[config.mk]
export PLATFORM = sky130hd
export DESIGN_NAME = controlador_ataque_flat
export DESIGN_NICKNAME = d
export VERILOG_FILES = /design/src/rtl/controlador_ataque_if.sv /design/src/rtl/controlador_ataque.sv /design/src/flat_wrapper.sv
export SDC_FILE = /design/constraint.sdc
export NUM_CORES = 1
export LEC_CHECK = 0
export CORE_MARGIN = 1.5
export CORE_UTILIZATION = 55
export CTS_BUF_LIST = sky130_fd_sc_hd__clkbuf_16
export CTS_CLUSTER_SIZE = 28
export DETAILED_ROUTE_END_ITERATION = 12
export MAX_ROUTING_LAYER = met4
export PLACE_DENSITY_LB_ADDON = 0.08
export SLEW_MARGIN = 20
export SYNTH_ARGS = -nofsm -noshare
export SYNTH_HDL_FRONTEND = slang
export SYNTH_SLANG_ARGS = --single-unit
[constraint.sdc]
create_clock -name clock -period 5.17 [get_ports clock]
set_clock_uncertainty 0.1 [all_clocks]
set_input_delay 0.517 -clock clock [delete_from_list [all_inputs] [get_ports clock]]
set_output_delay 0.517 -clock clock [all_outputs]
set_load 0.005 [all_outputs]
[src/rtl/controlador_ataque_if.sv]
// Bundle for the attack engine.
// It carries the game-state enable, the shot request, the switch coordinates and the
// confirmed ship map into the engine. It carries the attack matrix, the lives and the
// status LEDs back out. The game FSM drives the master side; the attack engine is the slave.
interface controlador_ataque_if;
    logic       enable;
    logic       confirmar;
    logic [2:0] coordColuna;
    logic [2:0] coordLinha;
    logic [6:0] mapa0, mapa1, mapa2, mapa3, mapa4;
    logic [6:0] matriz0, matriz1, matriz2, matriz3, matriz4;
    logic [2:0] vida;
    logic       LED_R, LED_G, LED_B;
    logic       vitoria, derrota;

    modport master (
        output enable, confirmar, coordColuna, coordLinha,
        output mapa0, mapa1, mapa2, mapa3, mapa4,
        input  matriz0, matriz1, matriz2, matriz3, matriz4,
        input  vida, LED_R, LED_G, LED_B, vitoria, derrota
    );

    modport slave (
        input  enable, confirmar, coordColuna, coordLinha,
        input  mapa0, mapa1, mapa2, mapa3, mapa4,
        output matriz0, matriz1, matriz2, matriz3, matriz4,
        output vida, LED_R, LED_G, LED_B, vitoria, derrota
    );
endinterface

[src/rtl/controlador_ataque.sv]
// Attack-phase engine of the battleship game.
// It keeps the shot and hit history, the lives and the win/lose state. It drives the
// attack matrix and the active-low RGB status LEDs.
// Every output is a second register stage fed from the game state. A shot confirmed at
// edge k is evaluated at edge k+1 and becomes visible at edge k+2.
// Optional build macro REVELAR_MAPA_EN: while the game is in progress, unhit ship cells
// are lit in antiphase to the miss blink. This is a debug/demo aid.
//
// state    | meaning
// INATIVO  | not in attack phase; history cleared, lives reloaded
// ESPERA   | waiting for a confirm pulse
// AVALIA   | one cycle: classify the latched shot, update history
// FEEDBACK | per-shot colour held for FEEDBACK_CICLOS cycles
// VITORIA  | all ships hit; held until enable drops
// DERROTA  | lives exhausted; full map revealed; held until enable drops
module controlador_ataque #(
    parameter int VIDA_INICIAL    = 3,
    parameter int FEEDBACK_CICLOS = 381,
    parameter int PISCA_CICLOS    = 190
) (
    input logic clock,
    input logic reset,
    controlador_ataque_if.slave bus
);
    localparam int FB_W = $clog2(FEEDBACK_CICLOS + 1);
    localparam int PS_W = $clog2(PISCA_CICLOS + 1);
    localparam logic [2:0] VIDA_INI = 3'(VIDA_INICIAL);

    typedef enum logic [2:0] {INATIVO, ESPERA, AVALIA, FEEDBACK, VITORIA, DERROTA} estado_t;
    typedef enum logic [1:0] {COR_NENHUMA, COR_R, COR_G, COR_B} cor_t;

    estado_t         estado_q, estado_d;
    logic [34:0]     tiros_q, tiros_d;
    logic [34:0]     acertos_q, acertos_d;
    logic [2:0]      vida_q, vida_d;
    cor_t            cor_q, cor_d;
    logic [2:0]      col_q, lin_q;
    logic [FB_W-1:0] fb_cnt_q;
    logic [PS_W-1:0] pisca_cnt_q;
    logic            pisca_q;

    logic [34:0]     matriz_q;
    logic [2:0]      vida_exib_q;
    logic            led_r_q, led_g_q, led_b_q;
    logic            vitoria_q, derrota_q;

    // Cell (c, r) lives at bit c*7+r of every flattened 35-bit mask.
    logic [34:0]     mapa, alvo, erros, vista;
    logic            valido;
    logic [5:0]      idx;

    // Shot classification for AVALIA, plus the in-game matrix picture.
    always_comb begin
        mapa      = {bus.mapa4, bus.mapa3, bus.mapa2, bus.mapa1, bus.mapa0};
        valido    = (col_q <= 3'd4) && (lin_q <= 3'd6);
        idx       = 6'(col_q) * 6'd7 + 6'(lin_q);
        alvo      = valido ? (35'd1 << idx) : '0;
        tiros_d   = tiros_q;
        acertos_d = acertos_q;
        vida_d    = vida_q;
        cor_d     = COR_B;
        if (alvo == '0 || (alvo & tiros_q) != '0) begin
            cor_d = COR_B;
        end else if ((alvo & mapa) != '0) begin
            tiros_d   = tiros_q | alvo;
            acertos_d = acertos_q | alvo;
            cor_d     = COR_G;
        end else begin
            tiros_d = tiros_q | alvo;
            vida_d  = (vida_q == 3'd0) ? 3'd0 : vida_q - 3'd1;
            cor_d   = COR_R;
        end

        if (cor_d == COR_R && vida_d == 3'd0)
            estado_d = DERROTA;
        else if (acertos_d == mapa && mapa != '0)
            estado_d = VITORIA;
        else
            estado_d = FEEDBACK;

        erros = tiros_q & ~acertos_q;
        vista = acertos_q | (erros & {35{pisca_q}});
`ifdef REVELAR_MAPA_EN
        vista = vista | (mapa & ~tiros_q & {35{~pisca_q}});
`endif
    end

    // Free-running blink; only a hard reset restarts its phase.
    always_ff @(posedge clock) begin
        if (reset) begin
            pisca_cnt_q <= '0;
            pisca_q     <= 1'b0;
        end else if (pisca_cnt_q == PS_W'(PISCA_CICLOS - 1)) begin
            pisca_cnt_q <= '0;
            pisca_q     <= ~pisca_q;
        end else begin
            pisca_cnt_q <= pisca_cnt_q + 1'b1;
        end
    end

    // Game FSM, with the output stage registered from the current game state.
    always_ff @(posedge clock) begin
        if (reset || !bus.enable) begin
            estado_q    <= INATIVO;
            tiros_q     <= '0;
            acertos_q   <= '0;
            vida_q      <= VIDA_INI;
            cor_q       <= COR_NENHUMA;
            col_q       <= '0;
            lin_q       <= '0;
            fb_cnt_q    <= '0;
            matriz_q    <= '0;
            vida_exib_q <= VIDA_INI;
            led_r_q     <= 1'b1;
            led_g_q     <= 1'b1;
            led_b_q     <= 1'b1;
            vitoria_q   <= 1'b0;
            derrota_q   <= 1'b0;
        end else begin
            matriz_q    <= '0;
            vida_exib_q <= vida_q;
            led_r_q     <= 1'b1;
            led_g_q     <= 1'b1;
            led_b_q     <= 1'b1;
            vitoria_q   <= 1'b0;
            derrota_q   <= 1'b0;
            case (estado_q)
                ESPERA, AVALIA: matriz_q <= vista;
                FEEDBACK: begin
                    matriz_q <= vista;
                    led_r_q  <= (cor_q != COR_R);
                    led_g_q  <= (cor_q != COR_G);
                    led_b_q  <= (cor_q != COR_B);
                end
                VITORIA: begin
                    matriz_q  <= acertos_q;
                    led_g_q   <= 1'b0;
                    vitoria_q <= 1'b1;
                end
                DERROTA: begin
                    matriz_q  <= mapa;
                    led_r_q   <= 1'b0;
                    derrota_q <= 1'b1;
                end
                default: ;
            endcase

            case (estado_q)
                INATIVO: estado_q <= ESPERA;
                ESPERA: begin
                    if (bus.confirmar) begin
                        col_q    <= bus.coordColuna;
                        lin_q    <= bus.coordLinha;
                        estado_q <= AVALIA;
                    end
                end
                AVALIA: begin
                    tiros_q   <= tiros_d;
                    acertos_q <= acertos_d;
                    vida_q    <= vida_d;
                    cor_q     <= cor_d;
                    fb_cnt_q  <= FB_W'(FEEDBACK_CICLOS - 1);
                    estado_q  <= estado_d;
                end
                FEEDBACK: begin
                    if (fb_cnt_q == '0) begin
                        cor_q    <= COR_NENHUMA;
                        estado_q <= ESPERA;
                    end else begin
                        fb_cnt_q <= fb_cnt_q - 1'b1;
                    end
                end
                VITORIA, DERROTA: ;
                default: estado_q <= INATIVO;
            endcase
        end
    end

    assign bus.matriz0 = matriz_q[6:0];
    assign bus.matriz1 = matriz_q[13:7];
    assign bus.matriz2 = matriz_q[20:14];
    assign bus.matriz3 = matriz_q[27:21];
    assign bus.matriz4 = matriz_q[34:28];
    assign bus.vida    = vida_exib_q;
    assign bus.LED_R   = led_r_q;
    assign bus.LED_G   = led_g_q;
    assign bus.LED_B   = led_b_q;
    assign bus.vitoria = vitoria_q;
    assign bus.derrota = derrota_q;
endmodule
[src/flat_wrapper.sv]
// flat-port wrapper written by rule: the top's interface ports become plain ports
module controlador_ataque_flat 
#(
    parameter int VIDA_INICIAL    = 3,
    parameter int FEEDBACK_CICLOS = 381,
    parameter int PISCA_CICLOS    = 190
)
  (clock, reset, bus_enable, bus_confirmar, bus_coordColuna, bus_coordLinha, bus_mapa0, bus_mapa1, bus_mapa2, bus_mapa3, bus_mapa4, bus_matriz0, bus_matriz1, bus_matriz2, bus_matriz3, bus_matriz4, bus_vida, bus_LED_R, bus_LED_G, bus_LED_B, bus_vitoria, bus_derrota);
  controlador_ataque_if bus_i ();
  input logic clock;
  input logic reset;
  input wire logic [$bits(bus_i.enable)-1:0] bus_enable;
  input wire logic [$bits(bus_i.confirmar)-1:0] bus_confirmar;
  input wire logic [$bits(bus_i.coordColuna)-1:0] bus_coordColuna;
  input wire logic [$bits(bus_i.coordLinha)-1:0] bus_coordLinha;
  input wire logic [$bits(bus_i.mapa0)-1:0] bus_mapa0;
  input wire logic [$bits(bus_i.mapa1)-1:0] bus_mapa1;
  input wire logic [$bits(bus_i.mapa2)-1:0] bus_mapa2;
  input wire logic [$bits(bus_i.mapa3)-1:0] bus_mapa3;
  input wire logic [$bits(bus_i.mapa4)-1:0] bus_mapa4;
  output wire logic [$bits(bus_i.matriz0)-1:0] bus_matriz0;
  output wire logic [$bits(bus_i.matriz1)-1:0] bus_matriz1;
  output wire logic [$bits(bus_i.matriz2)-1:0] bus_matriz2;
  output wire logic [$bits(bus_i.matriz3)-1:0] bus_matriz3;
  output wire logic [$bits(bus_i.matriz4)-1:0] bus_matriz4;
  output wire logic [$bits(bus_i.vida)-1:0] bus_vida;
  output wire logic [$bits(bus_i.LED_R)-1:0] bus_LED_R;
  output wire logic [$bits(bus_i.LED_G)-1:0] bus_LED_G;
  output wire logic [$bits(bus_i.LED_B)-1:0] bus_LED_B;
  output wire logic [$bits(bus_i.vitoria)-1:0] bus_vitoria;
  output wire logic [$bits(bus_i.derrota)-1:0] bus_derrota;
  assign bus_i.enable = bus_enable;
  assign bus_i.confirmar = bus_confirmar;
  assign bus_i.coordColuna = bus_coordColuna;
  assign bus_i.coordLinha = bus_coordLinha;
  assign bus_i.mapa0 = bus_mapa0;
  assign bus_i.mapa1 = bus_mapa1;
  assign bus_i.mapa2 = bus_mapa2;
  assign bus_i.mapa3 = bus_mapa3;
  assign bus_i.mapa4 = bus_mapa4;
  assign bus_matriz0 = bus_i.matriz0;
  assign bus_matriz1 = bus_i.matriz1;
  assign bus_matriz2 = bus_i.matriz2;
  assign bus_matriz3 = bus_i.matriz3;
  assign bus_matriz4 = bus_i.matriz4;
  assign bus_vida = bus_i.vida;
  assign bus_LED_R = bus_i.LED_R;
  assign bus_LED_G = bus_i.LED_G;
  assign bus_LED_B = bus_i.LED_B;
  assign bus_vitoria = bus_i.vitoria;
  assign bus_derrota = bus_i.derrota;
  controlador_ataque #(.VIDA_INICIAL(VIDA_INICIAL), .FEEDBACK_CICLOS(FEEDBACK_CICLOS), .PISCA_CICLOS(PISCA_CICLOS)) u_core (.clock(clock), .reset(reset), .bus(bus_i));
endmodule
* Word level (Yosys, flattened, before mapping)
Cells that the tools add are included.
** Cells by class
- Add/sub/neg operators :: 4
- Multipliers :: 1
- Magnitude comparators :: 2
- Eq/ne operators :: 14
- Shifts and indexed selects :: 1
- Multiplexer cells :: 22
- Bitwise gates (word level) :: 12
- Reductions and logical operators :: 24
** Operators by type and width (number)
- 35-bit bitwise AND :: 4
- 35-bit 2-to-1 mux :: 3
- 35-bit bitwise OR :: 3
- 35-bit one-hot mux with 3 select lines :: 1
- 35-bit nonzero test :: 3
- 35-bit equality test :: 1
- 35-bit zero test :: 1
- 35-bit inverter :: 1
- 1-bit by 6-bit << shifter with 35-bit output, first input constant :: 1
- 3-bit 2-to-1 mux :: 7
- 9-bit one-hot mux with 2 select lines :: 1
- 3-bit one-hot mux with 5 select lines :: 1
- 3-bit zero test :: 3
- 9-bit zero test :: 1
- 9-bit 2-to-1 mux :: 1
- 9-bit by 1-bit subtractor with 9-bit output, second input constant :: 1
- 8-bit by 1-bit adder with 8-bit output, second input constant :: 1
- 8-bit equality test, second input constant :: 1
- 2-bit != test, second input constant :: 4
- 2-bit AND reduction :: 4
- 6-bit by 3-bit adder with 6-bit output :: 1
- 3-bit by 2-bit equality test with 1-bit output, second input constant :: 2
- 3-bit equality test, second input constant :: 2
- 3-bit <= comparator, second input constant :: 2
- other kinds (17) :: 30
** Word-level totals
- Flip-flop bits (word level) :: 145
- Input port bits :: 45
- Output and inout bits :: 43
- Word-level logic and storage cells :: 97

* Longest topological paths before layout
Gate-level depths: netlist (run 1).
- Depth in word-level cells :: 13
- Gate-level depth with buffers :: 18
- Depth with buffers taken out :: 15

* Worst setup path before layout (run 1)
No wires, ideal clock.
- Kind :: register to register
- Start point :: register u_core.col_q[2]
- End point :: register u_core.estado_q[0]
- Setup time :: 0.136 ns
- Arrival time :: 4.436 ns
- Data required time :: 4.934 ns
- Slack :: 0.498 ns
- Stages on the path, launching flop included :: 15
- Path buffers :: 1
- Clock period less this slack :: 4.672 ns
- Path through :: dfxtp_1 > fa_1 > fa_1 > fa_1 > a211o_1 > and3_1 > buf_2 > o211ai_2 > o32a_1 > o311ai_0 > or4_4 > o32a_1 > a2111oi_4 > and4bb_1 > nor4_1
** Between the ends
- Word-level cells in the longest chain between the ends :: 13
- Elaborated cells on any way between the ends :: 27
- Classes of those cells :: 1 x add/sub; 1 x mul; 1 x order compare; 2 x eq/ne; 1 x shift; 10 x mux; 3 x bitwise; 8 x reduce/logical
** Ends and longest elaborated chain
- start: declaration :: RTL line controlador_ataque.sv:37 : logic [2:0] col_q, lin_q;
- start signal: assignment :: RTL line controlador_ataque.sv:152 : col_q <= bus.coordColuna;
- 3-bit by 3-bit multiplier with 6-bit output :: RTL line controlador_ataque.sv:56 : idx = 6'(col_q) * 6'd7 + 6'(lin_q);
- 6-bit by 3-bit adder with 6-bit output :: RTL line controlador_ataque.sv:56
- 1-bit by 6-bit << shifter with 35-bit output :: RTL line controlador_ataque.sv:57 : alvo = valido ? (35'd1 << idx) : '0;
- 35-bit 2-to-1 mux * :: RTL line controlador_ataque.sv:57
- 35-bit bitwise AND (on tied branches) :: RTL line controlador_ataque.sv:64, controlador_ataque.sv:62
- 35-bit nonzero test (on tied branches) :: RTL line controlador_ataque.sv:64, controlador_ataque.sv:62
- 35-bit 2-to-1 mux / 1-bit logical OR (equally long branches) :: RTL line controlador_ataque.sv:64, controlador_ataque.sv:62
- 35-bit 2-to-1 mux :: RTL line controlador_ataque.sv:62 : if (alvo == '0 || (alvo & tiros_q) != '0) begin
- 35-bit equality test :: RTL line controlador_ataque.sv:76 : else if (acertos_d == mapa && mapa != '0)
- 1-bit logical AND :: RTL line controlador_ataque.sv:76
- 3-bit 2-to-1 mux :: RTL line controlador_ataque.sv:76
- 3-bit 2-to-1 mux * :: RTL line controlador_ataque.sv:74 : if (cor_d == COR_R && vida_d == 3'd0)
- 3-bit one-hot mux with 5 select lines * :: RTL line controlador_ataque.sv:148 : case (estado_q)
- end signal: assignment :: RTL line controlador_ataque.sv:163 : estado_q <= estado_d;
- end: declaration :: RTL line controlador_ataque.sv:32 : estado_t estado_q, estado_d;
Every way passes the cells marked *; elsewhere a longest branch is shown, timed or not.
A chain may end at the register's enable or synchronous reset.

* Worst setup path in the final report (run 1)
- Start point :: register u_core.col_q[0]
- End point :: register u_core.estado_q[2]
The elaborated chain is that of the path after synthesis.

==> summary.md, run 1 <==
| Metric | Value |
|---|---|
| Arr. time, crit path | ~5.2 ns |
| Clock slew at reported path FFs | about 0.070 ns |
| First-pass GRT wire length | between 50000 and 60000 um |
| Core footprint | about 14000 sq um |
| Count of cell types in the netlist | between 80 and 90 |
| Overflow after GRT | 0 |
| Utilization after layout | slightly above 70% |
| Mean area per synthesized cell | 7.917 sq um |
| Worst-case vdd ir drop | about 220 uV |
| Netlist Area Pre-Place | roughly 7900 sq um |
| Rows | 43 |
| CTS max path bufs | 2 |
| EDFF count, synth | 0 |
| Min-Delay Startpoint | u_core.cor_q[1]$_SDFFE_PP0P_ |
| Reg2reg start | u_core.col_q[0]$_SDFFE_PP0P_ |
| DRC | 0 |
| Hold_buf cts | 0 |
| Worst r2r dst | u_core.estado_q[2]$_SDFFE_PP0P_ |
| WL final | roughly 35000 um |
| Ys async rst share | 0% |
| Pwr Density | around 270 nW/um^2 |
| Die X | roughly 120 um |
| Input/output buffers | 87 |
| Tmin final | slightly below 5 ns |
| Req. time, crit path | 5.44 ns |
| Worst hold path type | reg2reg |
| Largest cells by area after synthesis | dfxtp_1 37%, nor2_1 8.6%, a21oi_1 5.3% |
| Hold EP | u_core.bus.LED_B$_SDFF_PP1_ |
| Highest Clock Rate | around 200 MHz |
| Critical path, cell by cell | fa_1 -> fa_1 -> ha_1 -> a211o_1 -> and3_4 -> o211ai_1 -> a21oi_1 -> o311a_1 -> or4_4 -> o32a_1 -> a2111oi_4 -> o21ai_0 -> a21oi_1 |
| Ys flop type | dfxtp_1 |
| Dpl cells | about 1300 |
| Synth top area share | between 30% and 40% |
| Slowest cell delay on critical path | ~0.57 ns |
| Commonest cells in the netlist | 180 x nor2_1, 145 x dfxtp_1, 84 x a21oi_1, 61 x nand2_1, 42 x clkbuf_1 |
| Clock Sinks | approximately 150 |
| TNS Setup | 0 ns |
| CP max stage cell | fa_1 |
| Worst Setup Path Type | reg2reg |
| Crit end category | flop |
| CTS tree | yes |
| Pwr Total | approximately 2.7 mW |
| Final Hold Fails | 0 |
| Part of the cycle the worst path needs | ~96% |
| Depth of the most critical reg-to-reg path | 13 |
| Area growth, synth to finish | 25.48% |
| Final setup vio count | 0 |
| CP Launch Type | flop |
| Initial Util | between 50% and 60% |
| Synth Warn # | 0 |
| RSZ-0062 raised after global routing | no |
| Synth area leader | dfxtp_1 |
| Via density | a little over 7 |
| DR pass1 iterations | 9 |
| Avg WL per Cell | between 20 and 30 um |
| Yosys reg bits | 145 |
| Status | finished, final reports clean |
| Maximum net fanout on the critical path | 15 |
| Leakage | between 3 and 4 nW |
| Htree depth | 4 |
| DRT iter0 DRCs | about 1500 |
| Mapped Cells | between 900 and 1000 |
| Clock root buffer | clkbuf_16 |
| Syn Nets | around 1100 |
| Initial antenna violation count | 3 |
| Count leader, synth | nor2_1 |
| Final Max Tran Viols | 0 |
| Post-DP HPWL | ~26000 um |
| Via count | slightly above 9000 |
| Worst slew margin | between 40% and 50% |
| Crit path buf inv count | 0 |
| Vias in the first global route | between 8000 and 9000 |
| Depth of the worst hold-timing path | 1 |
| Sequential fraction of the synthesis area | a little under two fifths |
| Share of layout cells above drive strength 1 | 11.26% |
| Overall Global Routing Usage | approximately 49% |
| Detail Route Antenna Nets | 0 |
| Worst reg2reg setup slack | 0.22 ns |
| Crit path max-delay family | compound AO/OA/AOI/OAI gates |
| Post-route insts no fill | ~1300 |
| Die area | roughly 15000 sq um |
| Largest net degree at the start of global routing | 57 |
| Max-cap violations | 0 |
| Chip Height | around 120 um |
| GP Congestion | 1.177 |
| Clk Latency, worst-skew pair | about 0.45 ns |
| IO Count | 88 |
| Slew at the pin closest to its max-slew limit | a little under 0.8 ns |
| NumNets Final | about 1200 |
| Num CTS Buffers | 17 |
==> final cells by class <==
type                    count  area (sq um)
diodes                      2         5.005
clock buffers              17         425.4
clock inverters            15         173.9
fillers                  1077          4040
inverters                  34         127.6
multi-input cells         757          4721
flip-flops and latches    145          2904
well taps                 180         225.2
repair buffers            142          1313
==> worst max-delay path by stage <==
stage	depth (start not counted)	slack (ns)	start	endpoint
after floorplan	14	0.50	u_core.col_q[2]$_SDFFE_PP0P_	u_core.estado_q[0]$_SDFFE_PP0P_
after global placement	14	0.04	u_core.col_q[1]$_SDFFE_PP0P_	u_core.estado_q[0]$_SDFFE_PP0P_
after detailed placement	16	-0.06	u_core.col_q[1]$_SDFFE_PP0P_	u_core.estado_q[0]$_SDFFE_PP0P_
after CTS	16	0.06	u_core.col_q[1]$_SDFFE_PP0P_	u_core.estado_q[0]$_SDFFE_PP0P_
after global routing	13	0.009	u_core.col_q[0]$_SDFFE_PP0P_	u_core.estado_q[0]$_SDFFE_PP0P_
final	13	0.22	u_core.col_q[0]$_SDFFE_PP0P_	u_core.estado_q[2]$_SDFFE_PP0P_
==> power breakdown <==
| group | internal, mW | leakage (nW) | switching (mW) |
|---|---|---|---|
| logic | 0.0914 | 2.05 | 0.170 |
| registers | 1.12 | 1.17 | 0.00663 |
| clock network | 0.726 | 0.293 | 0.547 |
==> cells by family after synthesis <==
| kind of cell | after synthesis | share of synthesized area [%] |
|---|---|---|
| DFF | 145 | 36.81 |
| muxes | 12 | 1.714 |
| AOI/OAI and AO/OA | 263 | 23.60 |
| and+or+nand+nor | 447 | 27.77 |
| buffers and inverters | 94 | 4.887 |
| adders and majority gates | 20 | 3.554 |
| xor gates and xnor gates | 15 | 1.666 |
==> state kept, by name, summed over array words and instances (netlist names) <==
name,count
u_core.acertos_q,35
u_core.bus.LED_B,1
u_core.bus.LED_G,1
u_core.bus.LED_R,1
u_core.bus.derrota,1
u_core.bus.vida,3
u_core.bus.vitoria,1
u_core.col_q,3
u_core.cor_q,2
u_core.estado_q,3
u_core.fb_cnt_q,9
u_core.lin_q,3
u_core.matriz_q,35
u_core.pisca_cnt_q,8
u_core.pisca_q,1
u_core.tiros_q,35
u_core.vida_q,3
==> routing by layer <==
metal	routed length (um)	global-route usage, %	part of all wire, %	vias to the layer above
met5	0	-	0	-
met4	2826	32.92	8.0	0
met3	4766	19.01	13	235
met2	14980	70.80	42	808
met1	12750	55.80	36	4195
li1	-	-	-	3862
==> worst reg2reg max path: stages (launching register included) <==
cell and delay (ns):
dfxtp_1 0.35, fa_1 0.57, fa_1 0.46, ha_1 0.31, a211o_1 0.38, and3_4 0.30
o211ai_1 0.28, a21oi_1 0.14, o311a_1 0.35, or4_4 0.54, o32a_1 0.38, a2111oi_4 0.37
o21ai_0 0.18, a21oi_1 0.17
==> through the flow <==
stage / hold WS, ns / area [sq um] / worst slack, ns
after CTS: 0.3400 / 9766 / 0.05912
after detailed placement: 0.3190 / 9161 / -0.06214
final: 0.3385 / 9894 / 0.2150
after floorplan: 0.2819 / 7885 / 0.4977
after global routing: 0.3617 / 9894 / 0.009368
after global placement: 0.3014 / 9161 / 0.04072
==> cell usage in the layout, fill, tap and decap left out, types with 4 or more instances in the layout <==
cell,Yosys,routed
a21oi_1,84,83
mux2i_1,9,9
a22oi_1,9,9
nor3_2,1,4
inv_1,34,34
nor2_1,180,180
dfxtp_1,145,144
nand2b_1,24,23
a31oi_1,13,13
clkbuf_16,0,17
nand3_1,30,28
o2111ai_1,6,6
a211o_1,6,5
nand2_1,61,61
o31ai_1,5,5
xor2_1,8,7
a22o_1,4,4
nor3_1,27,24
a211oi_1,8,8
nor4_1,25,22
clkinv_4,0,4
buf_4,0,52
ha_1,16,16
o22ai_1,10,10
nand4_1,14,14
o21ai_0,36,36
and2_1,6,6
a222oi_1,35,35
and3_1,14,14
inv_8,0,4
nor2b_1,38,38
clkdlybuf4s50_1,0,87
xnor2_1,7,5
o211ai_1,4,4
==> what timing repair did <==
action,4_1_cts,5_1_grt
buffers inserted,0,2
pin swaps,0,4
setup endpoints to repair,3,47
resized for setup,1,21
Power figures use the tool's default switching activity.
==> run 2, diff against run 1 <==
--- a/config.mk
+++ b/config.mk
@@ -5,6 +5,7 @@
 export SDC_FILE = /design/constraint.sdc
 export NUM_CORES = 1
 export LEC_CHECK = 0
+export CAP_MARGIN = 20
 export CORE_MARGIN = 1.5
 export CORE_UTILIZATION = 55
 export CTS_BUF_LIST = sky130_fd_sc_hd__clkbuf_16
==> results of run 2 <==
Same layout as run 1: the final DEF is identical, and so are final timing and power.
